File: config.mk
export PLATFORM = sky130hd
export DESIGN_NAME = ret_addr_stack
export DESIGN_NICKNAME = d
export VERILOG_FILES = /design/src/rtl/ret_addr_stack.sv
export SDC_FILE = /design/constraint.sdc
export NUM_CORES = 1
export LEC_CHECK = 0
export ABC_CLOCK_PERIOD_IN_PS = 5000
export BUFFER_PORTS_ARGS = -buffer_cell sky130_fd_sc_hd__clkbuf_2
export CORE_MARGIN = 3
export CORE_UTILIZATION = 30
export CTS_BUF_LIST = sky130_fd_sc_hd__clkbuf_8
export CTS_CLUSTER_DIAMETER = 50
export DETAILED_ROUTE_END_ITERATION = 10
export MAX_ROUTING_LAYER = met4
export PLACE_DENSITY = 0.45
export SLEW_MARGIN = 20
export SYNTH_ARGS = -nofsm -noshare
export SYNTH_HDL_FRONTEND = slang
export SYNTH_SLANG_ARGS = --single-unit
File: constraint.sdc
create_clock -name CLK -period 5 [get_ports CLK]
set_input_delay 0.75 -clock CLK [delete_from_list [all_inputs] [get_ports CLK]]
set_output_delay 0.75 -clock CLK [all_outputs]
set_load 0.01 [all_outputs]
File: src/rtl/ret_addr_stack.sv
// ret_addr_stack: hardware return-address stack for CALL/RET.
//
// A CALL (PUSH) stores PC_COUNT+1, so the stored value is the address after the call.
// A RET (POP) discards the top entry. RET_ADDR always shows the current top entry
// combinationally, so the program counter can load it in the same cycle as the RET.
//
// Ports
//   CLK       in   clock; all state changes on its rising edge
//   RST_N     in   asynchronous active-low reset
//   PC_COUNT  in   [n-1:0]  current program-counter value
//   PUSH      in   CALL executing: store PC_COUNT+1
//   POP       in   RET executing: drop the top entry
//   CLR_ERR   in   synchronous clear of the sticky OVF/UNF flags
//   RET_ADDR  out  [n-1:0]  top-of-stack address (0 while empty)
//   EMPTY     out  stack holds no entries
//   FULL      out  stack holds DEPTH entries
//   COUNT     out  [$clog2(DEPTH):0]  number of valid entries
//   OVF       out  sticky: push attempted while full
//   UNF       out  sticky: pop attempted while empty
module ret_addr_stack #(
    parameter int n     = 8,
    parameter int DEPTH = 8
) (
    input  logic                     CLK,
    input  logic                     RST_N,
    input  logic [n-1:0]             PC_COUNT,
    input  logic                     PUSH,
    input  logic                     POP,
    input  logic                     CLR_ERR,
    output logic [n-1:0]             RET_ADDR,
    output logic                     EMPTY,
    output logic                     FULL,
    output logic [$clog2(DEPTH):0]   COUNT,
    output logic                     OVF,
    output logic                     UNF
);

    localparam int AW = $clog2(DEPTH);
    localparam int CW = AW + 1;

    localparam logic [CW-1:0] CNT_ONE   = CW'(1);
    localparam logic [CW-1:0] CNT_DEPTH = CW'(DEPTH);
    localparam logic [AW-1:0] IDX_ONE   = AW'(1);
    localparam logic [n-1:0]  ADDR_ONE  = n'(1);

    // Entry storage; not reset, entries at or above COUNT are never observed.
    logic [n-1:0]  mem [DEPTH];

    logic [CW-1:0] count_reg, count_next;
    logic          ovf_reg, ovf_next;
    logic          unf_reg, unf_next;

    logic [AW-1:0] wr_idx;   // slot just above the top
    logic [AW-1:0] top_idx;  // current top slot (wraps modulo DEPTH)
    logic [n-1:0]  wr_data;
    logic          empty_int;
    logic          full_int;
    logic          do_push;
    logic          do_pop;
    logic          do_replace;
    logic          ovf_set;
    logic          unf_set;
    logic          wr_en;
    logic [AW-1:0] wr_sel;

    assign empty_int = (count_reg == '0);
    assign full_int  = (count_reg == CNT_DEPTH);

    // Low bits of COUNT address the next free slot; when full they wrap to 0,
    // but a plain push is blocked then, so that slot is never written.
    assign wr_idx  = count_reg[AW-1:0];
    assign top_idx = wr_idx - IDX_ONE;

    // Return address is the one after the CALL; wraps naturally at 2^n-1.
    assign wr_data = PC_COUNT + ADDR_ONE;

    // PUSH+POP on an empty stack degenerates to a push (never full when empty).
    assign do_push    = PUSH && (!POP || empty_int) && !full_int;
    assign do_pop     = POP && !PUSH && !empty_int;
    assign do_replace = PUSH && POP && !empty_int;
    assign ovf_set    = PUSH && !POP && full_int;
    assign unf_set    = POP && !PUSH && empty_int;

    assign wr_en  = do_push || do_replace;
    assign wr_sel = do_replace ? top_idx : wr_idx;

    always_comb begin
        count_next = count_reg;
        if (do_push) begin
            count_next = count_reg + CNT_ONE;
        end else if (do_pop) begin
            count_next = count_reg - CNT_ONE;
        end

        // Setting wins over clearing in the same cycle.
        ovf_next = ovf_reg;
        unf_next = unf_reg;
        if (CLR_ERR) begin
            ovf_next = 1'b0;
            unf_next = 1'b0;
        end
        if (ovf_set) begin
            ovf_next = 1'b1;
        end
        if (unf_set) begin
            unf_next = 1'b1;
        end
    end

    always_ff @(posedge CLK or negedge RST_N) begin
        if (!RST_N) begin
            count_reg <= '0;
            ovf_reg   <= 1'b0;
            unf_reg   <= 1'b0;
        end else begin
            count_reg <= count_next;
            ovf_reg   <= ovf_next;
            unf_reg   <= unf_next;
        end
    end

    always_ff @(posedge CLK) begin
        if (wr_en) begin
            mem[wr_sel] <= wr_data;
        end
    end

    // Combinational top-of-stack read so RET can use it before the edge.
    assign RET_ADDR = empty_int ? '0 : mem[top_idx];
    assign EMPTY    = empty_int;
    assign FULL     = full_int;
    assign COUNT    = count_reg;
    assign OVF      = ovf_reg;
    assign UNF      = unf_reg;

endmodule

# After elaboration in Yosys (flattened, before gate mapping)
# Memory sizes are Yosys's and may differ from the RTL's.
# Cells that the tools add are included.
# totals
ff_bits	6
mem_count	1
mem_bits_rw	64
in_bits	13
output_inout_bits	16
word_cells	37
# op_classes
addsub	4
reduce_logical	19
eq_ne	1
n_mux	9
# mem_list
name	depth	width	rd	rd_ports_with_merged_regs	write_ports	line	source
mem	8	8	1	0	1	47	logic [n-1:0] mem [DEPTH];
# op_table
cell	n
logical AND 1 bit	9
adder 8 x 1 -> 8 bit, second input constant	1
2-to-1 mux 4 bit	2
2-to-1 mux 8 bit	1
nonzero test 2 bit	3
2-to-1 mux 1 bit	5
adder 4 x 1 -> 4 bit, second input constant	1
== test 4 bit, second input constant	1
zero test 1 bit	4
zero test 4 bit	1
subtractor 4 x 1 -> 4 bit, second input constant	1
2-to-1 mux 3 bit	1
subtractor 3 x 1 -> 3 bit, second input constant	1
logical OR 1 bit	2

# Logic depth before layout (Yosys ltp)
# logic_depth
depth_word	7
depth_mapped	12
depth_no_buf	10

# Least setup slack after synthesis
# No wires, ideal clock.
# synth_path
kind	register to output
startpoint	reg count_reg[0] (netlist: COUNT[0])
endpoint	out RET_ADDR[5]
path_stages_with_launch	8
arrival_ns	2.181
n_path_buf	3
path_slack_ns	2.069
required_time_ns	4.250
path_cell_list	dfrtp_1 > buf_2 > inv_1 > ha_1 > buf_2 > clkbuf_1 > mux4_2 > a22o_1
# synth_via
elab_chain_len	3
word_cells_on_any_way	4
classes_between	add/sub: 1; mux: 1; reduce/logical: 1; memory: 1
# synth_rtl
item	line	source
start, declared	49	logic [CW-1:0] count_reg, count_next;
start signal, assigned	116	count_reg <= count_next;
subtractor 3 x 1 -> 3 bit	72	assign top_idx = wr_idx - IDX_ONE;
memory (8 x 8 bit)	-	
2-to-1 mux 8 bit (*)	129	assign RET_ADDR = empty_int ? '0 : mem[top_idx];
end, declared	30	output logic [n-1:0] RET_ADDR,
# Every way passes the cells marked *; elsewhere a longest branch is shown, timed or not.

# Final worst setup path
# Ends and elaborated chain as after synthesis.

==> results.yml <==
outcome:
  status: "complete, no violations"
routing:
  vias: 1648
  first_pass_iters: 4
  wl_per_cell_um: 18.2
  drt-total-wl_um: 6380
  drt-initial-drc-count: 101
  ant_nets: 0
  drc: 0
  vias_per_cell: 4.71
placement:
  io_buffers: 28
  dp_cells: 334
  pre_cts_slack_ns: 1.56
  hpwl_um: 4170
  gp_congestion: 0.711
flow_run:
  cap_violations: 0
cts:
  cts.repair.resized: 0
  root_buffer: "clkbuf_8"
  cts_hold_buf: 0
  post_cts.repair.setup_buffers: 0
  path_clk_slew_ns: 0.07
  numCtsBuffers: 9
  cts.path.max_buffers: 2
  cts-htree-levels: 3
  insertion_delay_ns: 0.34
  cts_tree: "done"
  cts_sinks: 70
synth:
  synth_edf_count: 64
  synth-main-ff-cell: "edfxtp_1"
  async_reset_ff_share_pct: 8.57
  synth_top_cell_area_share_pct: 62.2
  syn_avg_cell_area_um2: 17.3
  syn_nets: 197
  syn-instance-count: 179
  synthTopCellsByArea: "edfxtp_1 (62%), mux4_2 (12%), dfrtp_1 (4.9%)"
  synth.most_common_cell: "edfxtp_1"
  ys_warn_count: 0
  yosys_register_bits: 70
  ys_types: 40
  netlist_area_um2: 3090
  synth_area_leader_cell: "edfxtp_1"
  synth_commonest_cells: "edfxtp_1 (64), mux4_2 (16), nor2_1 (12)"
  synth_seq_area_share_pct: 67.0
sta:
  rsz0062_at_grt: "false"
  setup_viol: 0
  min_period_ns: 3.59
  final_hold_viol_count: 0
  final-max-slew-violation-count: 0
  worst_slew_pin_slew_ns: 1.04
  fin_skew_ns: 0.00577
  fmax_ghz: 0.278
  worst_slack_ns: 1.41
  setup_tns_ns: 0
  slew_headroom_pct: 30.4
  period_share_pct: 71.9
pwr:
  irDropWorstVdd_v: 0.000238
  powerDensity_nw_per_um2: 612
  power_mw: 2.17
  p_leak_nw: 1.23
setup_path:
  cp-start-kind: "flop"
  crit_path_max_fanout: 22
  r2r_slack_ns: 1.68
  crit_chain: "buf_4, inv_1, ha_1, mux4_2, a22o_1, clkbuf_2"
  rr_endpoint: "mem[1][6]"
  r2r_start: "COUNT[0]"
  cp.arrival_ns: 2.84
  worstPathRequired_ns: 4.25
  max_stage_delay_ns: 0.87
  rr_worst_depth: 7
  critPathKind: "flop to output pin"
  critPathSlowestCell: "ha_1"
  cp-end-kind: "output pin"
  cpLargestDelayFamily: "adder cells"
  critPathBufInv: 3
grt:
  grt_pass1_vias: 1708
  grt_max_degree: 23
  grt_pass1_wl_um: 9960
  grt_usage_pct: 12.3
  antenna_found_initial: 0
  grt_remaining_overflow: 0
layout:
  finalNonFillerCells: 350
  finish.utilization_pct: 35.7
  n_antenna_cell: 0
  syn2layout_area_growth_pct: 14.5
  nNetsFinal: 230
  drive_gt1_share_pct: 30.4
  nFillCells: 962
die:
  core_area_um2: 9910
  die_area_um2: 11600
  initial_core_util_pct: 31.2
  ios: 29
  fp-row-count: 36
  die_h_um: 107
  die-width_um: 107
worst_hold_path:
  hp-class: "primary input to async pin"
## per-layer routing
metal | global-route usage [%] | part of all wire (%)
met2 | 18.7 | 47
met1 | 15.8 | 46
met3 | 3.48 | 4.2
met4 | 4.33 | 2.0
met5 | - | 0
## kinds of logic after synthesis
group                      after synthesis  synth area share, %
xor gates and xnor gates                10                 2.83
DFF                                     70                 67.0
and+or+nand+nor                         39                 6.48
muxes                                   21                 13.4
AOI/OAI and AO/OA                       21                 6.11
buffers and inverters                   13                 1.86
adders and majority gates                5                 2.27
## worst max-delay path by stage
stage,depth (start not counted),slack [ns],start,end
after CTS,6,1.30,COUNT[0],RET_ADDR[1]
after detailed placement,7,1.56,COUNT[0],mem[1][7]
final,6,1.41,COUNT[0],RET_ADDR[5]
after global placement,7,1.64,COUNT[0],mem[3][7]
after floorplan,7,2.07,COUNT[0],RET_ADDR[5]
after global routing,6,1.21,COUNT[0],RET_ADDR[5]
## state kept, by name, indices dropped and copies added, names as in the netlist
register,cells
UNF,1
mem,64
COUNT,4
OVF,1
## cell type report
type | instances | area [um2] | area share, %
Multi-Input combinational cell | 96 | 961 | 27.1
Clock buffer | 9 | 124 | 3.50
Clock inverter | 7 | 42.5 | 1.20
Tap cell | 133 | 166 | 4.70
Sequential cell | 70 | 2070 | 58.5
Timing Repair Buffer | 30 | 155 | 4.38
Inverter | 5 | 18.8 | 0.530
## through the flow
| stage | hold WS (ns) | cell area (um2) |
|---|---|---|
| floorplan | 0.454 | 3090 |
| global placement | 0.483 | 3370 |
| detailed placement | 0.479 | 3370 |
| CTS | 0.219 | 3540 |
| global route | 0.226 | 3540 |
| finish | 0.233 | 3540 |
## layout by cell type (no fill, tap or decap), drive strengths merged, types with 3 or more instances in the layout
master	n
nor2b	4
clkbuf	37
ha	4
clkinv	5
xor2	3
xnor2	7
mux2	3
inv	6
nand2	9
a22o	9
mux4	16
edfxtp	64
nor2	13
dfrtp	6
nand3	3
## worst register-to-register path, cell delays in order (launching register included)
cell      delay, ns
dfrtp_1        0.32
buf_4          0.36
inv_1          0.14
ha_1           0.87
nand3b_1       0.23
o211a_1        0.16
nand2_1        0.07
nor2_1         0.79
## power by group
group	total [mW]	internal (mW)	switching (mW)
sequential	0.799	0.753	0.0467
clock	0.388	0.176	0.212
combinational	0.978	0.448	0.530
No activity file was read; power rests on OpenSTA's default activity.
